--- src/rtl/alu_result_stage.sv ---
// Execute->writeback buffer: queues ALU results in a show-ahead FIFO and owns the
// architectural EFLAGS register that is fed back to the ALU.
module alu_result_stage #(
  parameter int               DEPTH      = 2,
  parameter int               REG_W      = 64,
  parameter int               DST_W      = 4,
  parameter int               CNT_W      = 32,
  parameter logic [REG_W-1:0] EFLAGS_RST = REG_W'(2)
) (
  input  logic             clk,
  input  logic             rstn,
  input  logic             flush,
  input  logic             in_valid,
  output logic             in_ready,
  input  logic [REG_W-1:0] in_d,
  input  logic [DST_W-1:0] in_dst,
  input  logic             in_wen,
  input  logic [REG_W-1:0] in_eflags,
  input  logic             in_eflags_update,
  output logic [REG_W-1:0] eflags_as_src,
  output logic             out_valid,
  input  logic             out_ready,
  output logic [REG_W-1:0] out_d,
  output logic [DST_W-1:0] out_dst,
  output logic             out_wen,
  output logic [CNT_W-1:0] retire_cnt
);
  localparam int PW = (DEPTH > 1) ? $clog2(DEPTH) : 1;
  localparam int CW = PW + 1;

  typedef struct packed {
    logic [REG_W-1:0] d;
    logic [DST_W-1:0] dst;
    logic             wen;
  } entry_t;

  entry_t           mem_q [DEPTH];
  logic [PW-1:0]    rd_ptr_q, rd_ptr_d, wr_ptr_q, wr_ptr_d;
  logic [CW-1:0]    count_q, count_d;
  logic [REG_W-1:0] eflags_q, eflags_d;
  logic [CNT_W-1:0] retire_q, retire_d;
  logic             push, pop;

  // Ready depends only on occupancy and flush, so a full FIFO stays closed even
  // while the head is being popped; it reopens the following cycle.
  assign in_ready  = (count_q != CW'(DEPTH)) & ~flush;
  assign out_valid = (count_q != '0);
  assign push      = in_valid & in_ready;
  assign pop       = out_valid & out_ready;

  always_comb begin
    rd_ptr_d = rd_ptr_q;
    wr_ptr_d = wr_ptr_q;
    count_d  = count_q;
    eflags_d = eflags_q;
    retire_d = retire_q;
    if (pop)  retire_d = retire_q + CNT_W'(1);
    // Flags commit at acceptance so a dependent op issued next cycle sees them.
    if (push && in_eflags_update) eflags_d = in_eflags;
    if (flush) begin
      rd_ptr_d = '0;
      wr_ptr_d = '0;
      count_d  = '0;
    end else begin
      if (push) wr_ptr_d = wr_ptr_q + PW'(1);
      if (pop)  rd_ptr_d = rd_ptr_q + PW'(1);
      count_d = count_q + CW'(push) - CW'(pop);
    end
  end

  always_ff @(posedge clk or negedge rstn) begin
    if (!rstn) begin
      rd_ptr_q <= '0;
      wr_ptr_q <= '0;
      count_q  <= '0;
      eflags_q <= EFLAGS_RST;
      retire_q <= '0;
      for (int i = 0; i < DEPTH; i++) mem_q[i] <= '0;
    end else begin
      rd_ptr_q <= rd_ptr_d;
      wr_ptr_q <= wr_ptr_d;
      count_q  <= count_d;
      eflags_q <= eflags_d;
      retire_q <= retire_d;
      if (push) mem_q[wr_ptr_q] <= '{d: in_d, dst: in_dst, wen: in_wen};
    end
  end

  assign eflags_as_src = eflags_q;
  assign out_d         = mem_q[rd_ptr_q].d;
  assign out_dst       = mem_q[rd_ptr_q].dst;
  assign out_wen       = mem_q[rd_ptr_q].wen;
  assign retire_cnt    = retire_q;
endmodule

--- config.mk ---
export PLATFORM = sky130hd
export DESIGN_NAME = alu_result_stage
export DESIGN_NICKNAME = d
export VERILOG_FILES = /design/src/rtl/alu_result_stage.sv
export SDC_FILE = /design/constraint.sdc
export NUM_CORES = 1
export LEC_CHECK = 0
export CAP_MARGIN = 40
export CORE_UTILIZATION = 49
export CTS_BUF_LIST = sky130_fd_sc_hd__clkbuf_4
export DETAILED_ROUTE_END_ITERATION = 16
export PLACE_DENSITY = 0.83
export SYNTH_ARGS = -nofsm -noshare
export SYNTH_HDL_FRONTEND = slang
export SYNTH_SLANG_ARGS = --single-unit
--- constraint.sdc ---
create_clock -name clk -period 2.6 [get_ports clk]
set_clock_uncertainty 0.15 [all_clocks]
set_input_delay 0.52 -clock clk [delete_from_list [all_inputs] [get_ports clk]]
set_output_delay 0.52 -clock clk [all_outputs]
set_load 0.02 [all_outputs]
# Word-level counts from Yosys, hierarchy flattened
# Cells that the tools add are included.
# op_classes
addsub	5
n_lt_le_gt_ge	3
n_eq_ne	1
n_mux	11
bitwise	6
n_reduce_logical	5
# op_table
operator	count
69-bit two-way mux	4
138-bit bitwise mux	1
69-bit demux with 1-bit select	1
32-bit by 1-bit adder with 32-bit output (second input constant)	1
2-bit nonzero test	3
2-bit greater-or-equal comparator (second input constant)	2
1-bit two-way mux	4
1-bit inverter with 2-bit output	2
1-bit bitwise AND	3
1-bit adder (second input constant)	2
2-bit by 1-bit adder with 2-bit output	1
1-bit logical AND	2
2-bit by 1-bit less-than comparator with 1-bit output (second input constant)	1
2-bit two-way mux	1
2-bit != test (second input constant)	1
2-bit by 1-bit subtractor with 2-bit output	1
1-bit inverter	1
# word_totals
regBits	238
out_inout_bits	167
word_cells	42

# Logic depth before layout (Yosys ltp)
# logic_depth
ltp_word	6
mapped_depth	8
depth_no_buf	8

# Worst setup path before layout
# Ideal clock, no wire load.
# synth_path
path_kind	reg2reg
from	register count_q[1]
to	register count_q[0]
arrival_time_ps	1844
path_slack_ps	489
stages_incl_launch_ff	8
period_less_slack_ps	2111
cell_sequence	dfrtp_1 > or2_2 > and2_1 > clkbuf_1 > ha_1 > inv_1 > ha_1 > nor2b_1
# synth_between
word_cells_on_any_way	8
classes_between	add/sub (2); eq/ne (1); mux (1); bitwise (3); reduce/logical (1)
# synth_rtl
item	line	text
start, declared	39	logic [CW-1:0] count_q, count_d;
start signal, assigned	82	count_q <= count_d;
2-bit nonzero test	47	assign out_valid = (count_q != '0);
net out_valid	21	output logic out_valid,
1-bit bitwise AND	49	assign pop = out_valid & out_ready;
net pop	42	logic push, pop;
2-bit by 1-bit subtractor with 2-bit output	67	count_d = count_q + CW'(push) - CW'(pop);
2-bit two-way mux	60	if (flush) begin
net count_d[0]	39	
# The timed path passes the listed nets, and every way through them passes these cells.
# A chain may end at the register's enable or synchronous reset.

# Final worst setup path
# layout_path
from	register rd_ptr_q
to	output port out_d[31]
# layout_between
elab_chain_cells	4
# layout_lines
item	line	text
start, declared	38	logic [PW-1:0] rd_ptr_q, rd_ptr_d, wr_ptr_q, wr_ptr_d;
start signal, assigned	80	rd_ptr_q <= rd_ptr_d;
1-bit inverter with 2-bit output (not written as such)	90	assign out_d = mem_q[rd_ptr_q].d;
69-bit two-way mux (3 in series)	n/a	
end, declared	23	output logic [REG_W-1:0] out_d,
# Every way passes these cells. The select of a mux whose other input is x is not followed.

==> results.sh <==
export IMPL_drt_met1_wl_mm=9.97
export IMPL_ys_warn_count=0
export IMPL_p_leak_nw=6.30
export IMPL_grt_remaining_overflow=0
export IMPL_rsz0062_at_grt="true"
export IMPL_grt_max_degree=64
export IMPL_syn_area_mm2=0.0101
export IMPL_met2_wirelength_mm=12.1
export IMPL_synth_seq_cells=238
export IMPL_worstMarginPinSlew_ps=659
export IMPL_placed_area_mm2=0.0136
export IMPL_place_inst=1210
export IMPL_grt_use_total_pct=22.6
export IMPL_yosys_most_used_dff="dfrtp_1"
export IMPL_setup_violations=0
export IMPL_cts_buffer_depth=3
export IMPL_final_max_slew_viol_count=0
export IMPL_period_share_pct=97.9
export IMPL_async_reset_ff_share_pct=100
export IMPL_htreeDepth=2
export IMPL_netlist_instances=646
export IMPL_required_ps=1930
export IMPL_syn_avg_cell_area_um2=15.7
export IMPL_synth_common_cells="mux2_2 (252), dfrtp_1 (237), xnor2_1 (27), mux2_4 (20), nand3_1 (15)"
export IMPL_synth_edff_count=0
export IMPL_cts_clk_slew_worst_paths_ps=70
export IMPL_grt_pass1_wl_mm=38.1
export IMPL_final_cells=1324
export IMPL_maxCapViolations=0
export IMPL_synth_cell_type_count=36
export IMPL_routed_top_layer="met4"
export IMPL_routed_wl_mm=24.1
export IMPL_netlist_area_leader_share_pct=58.6
export IMPL_peakVddDrop_uv=605
export IMPL_synth_seq_area_share_pct=58.9
export IMPL_cp_slowest_stage_delay_ps=410
export IMPL_status="finished clean"
export IMPL_whs_ps=260
export IMPL_crit_path_start_kind="register"
export IMPL_tns_ps=0
export IMPL_num_rows=52
export IMPL_post_drt_wl_per_cell_um=18.2
export IMPL_finish_instance_area_mm2=0.0144
export IMPL_initial_core_util_pct=50.0
export IMPL_period_minus_slack_ps=2550
export IMPL_die_h_um=146
export IMPL_antenna_found_initial=1
export IMPL_cp_end_kind="primary output"
export IMPL_syn_nets=788
export IMPL_min_path_type="primary input to async pin"
export IMPL_critical_path_class="register to primary output"
export IMPL_first_global_vias=7136
export IMPL_synth_area_top_cells="dfrtp_1 (59%), mux2_2 (28%), mux2_4 (3.0%)"
export IMPL_die_x_um=146
export IMPL_numCtsBuffers=60
export IMPL_reg2reg_slack_ps=560
export IMPL_total_power_mw=16.3
export IMPL_io_buffer_count=305
export IMPL_yosysTopAreaCell="dfrtp_1"
export IMPL_dp_hpwl_mm=16.2
export IMPL_fin_nets=1156
export IMPL_worstRegToRegCells=5
export IMPL_core_area_mm2=0.0202
export IMPL_crit_buf_inv=3
export IMPL_relSlewSlack_pct=55.7
export IMPL_vias=6623
export IMPL_crit_chain="buf_4 -> buf_16 -> mux2_2 -> buf_2"
export IMPL_crit_path_max_fanout=13
export IMPL_routed_via_density=5.00
export IMPL_first_pass_iters=4
export IMPL_numClockSinks=238
export IMPL_post_route_drc_count=0
export IMPL_yosysMostFrequentCell="mux2_2"
export IMPL_hold_viol=0
export IMPL_cp_arrival_ps=1880
export IMPL_root_buffer="clkbuf_4"
export IMPL_crit_family="buffers and inverters"
export IMPL_detail_route_antenna_nets=0
export IMPL_max_freq_mhz=393
export IMPL_dr_wl_met3_mm=1.42
export IMPL_drive_gt1_share_pct=46.2
export IMPL_synthToLayoutAreaGrowth_pct=42.1
export IMPL_clk_latency_ps=650
export IMPL_cts_tree="built"
export IMPL_ios=306
export IMPL_first_iter_violations=184
export IMPL_die_area_mm2=0.0212
export IMPL_routabilityCongestion=0.758
export IMPL_powerDensity_mw_per_mm2=1130
export IMPL_crit_cells=4
export IMPL_slowest_stage="dfrtp_2"
worst reg2reg max path, cell delays in order, from the launching register on:
cell,delay (ps)
dfrtp_1,440
inv_2,80
a211oi_4,370
and2b_4,310
buf_12,200
mux2_2,350
metrics by stage:
stage | utilization [%] | setup slack, ps
CTS | 69.8 | -130
global route | 71.1 | -35.7
floorplan | - | 489
detailed placement | 67.2 | 46.4
finish | 71.1 | 54.5
global placement | 67.2 | 46.1
state kept, by name, indices dropped and copies added (netlist names):
signal	count
mem_q	138
wr_ptr_q	1
count_q	2
rd_ptr_q	1
retire_cnt	32
eflags_as_src	64
report_power, final:
part | total (mW) | internal (mW) | switching [mW]
Clock | 3.18 | 1.74 | 1.44
Combinational | 7.14 | 3.88 | 3.25
Sequential | 5.99 | 5.19 | 0.804
Total | 16.3 | 10.8 | 5.50
layer usage:
layer / GRT usage, % / vias to the layer above
met5: 0 / -
met4: 8.68 / 0
met3: 5.58 / 42
met2: 37.9 / 229
met1: 28.2 / 3272
li1: - / 3080
repair_timing:
action,4_1_cts,5_1_grt
hold buffers,1,0
setup buffers,4,1
endpoints found under the hold margin,58,0
gates resized for setup,287,56
cloned,1,5
setup endpoints to repair,71,54
placed cells by master, fill, tap and decap left out, drive strengths merged, types with 4 or more instances in the layout:
cell,instances
nand2,9
dfrtp,237
clkbuf,100
nand3,15
inv,8
nor3,5
nand4,10
buf,96
xnor2,27
xor2,7
mux2,272
and3,4
clkdlybuf4s50,233
area by class of cell:
cell class | count | area (um2)
Inverter | 7 | 26.3
Timing Repair Buffer | 336 | 3340
Fill cell | 1426 | 5850
Sequential cell | 238 | 5960
Clock inverter | 5 | 48.8
Tap cell | 270 | 338
Clock buffer | 96 | 721
Antenna cell | 1 | 2.50
Multi-Input combinational cell | 371 | 3950
cells by family (layout without fill, tap and decap cells):
group                    Yosys count  in the layout  synth area share, %
multiplexers                     272            272                 31.0
flip-flops                       238            238                 58.9
AND/OR/NAND/NOR                   58             58                 3.71
buffers and inverters             37            444                 2.57
XOR/XNOR                          34             34                 2.94
AO/OA/AOI/OAI                      4              4                0.556
adder cells (fa/ha/maj)            3              3                0.371
other                              0              1                    0
path summary, 6_finish.rpt:
check                                                     end                  startpoint
worst max-delay path                                out_d[31]        rd_ptr_q$_DFFE_PN0P_
worst min-delay path                    mem_q[73]$_DFFE_PN0P_                        rstn
worst max register to register          mem_q[83]$_DFFE_PN0P_        count_q[0]$_DFF_PN0_
worst min register to register     retire_cnt[27]$_DFFE_PN0P_  retire_cnt[27]$_DFFE_PN0P_
max in group asynchronous        eflags_as_src[1]$_DFFE_PN1P_                        rstn
min in group clk                eflags_as_src[62]$_DFFE_PN0P_               in_eflags[62]
Power figures use the tool's default switching activity.
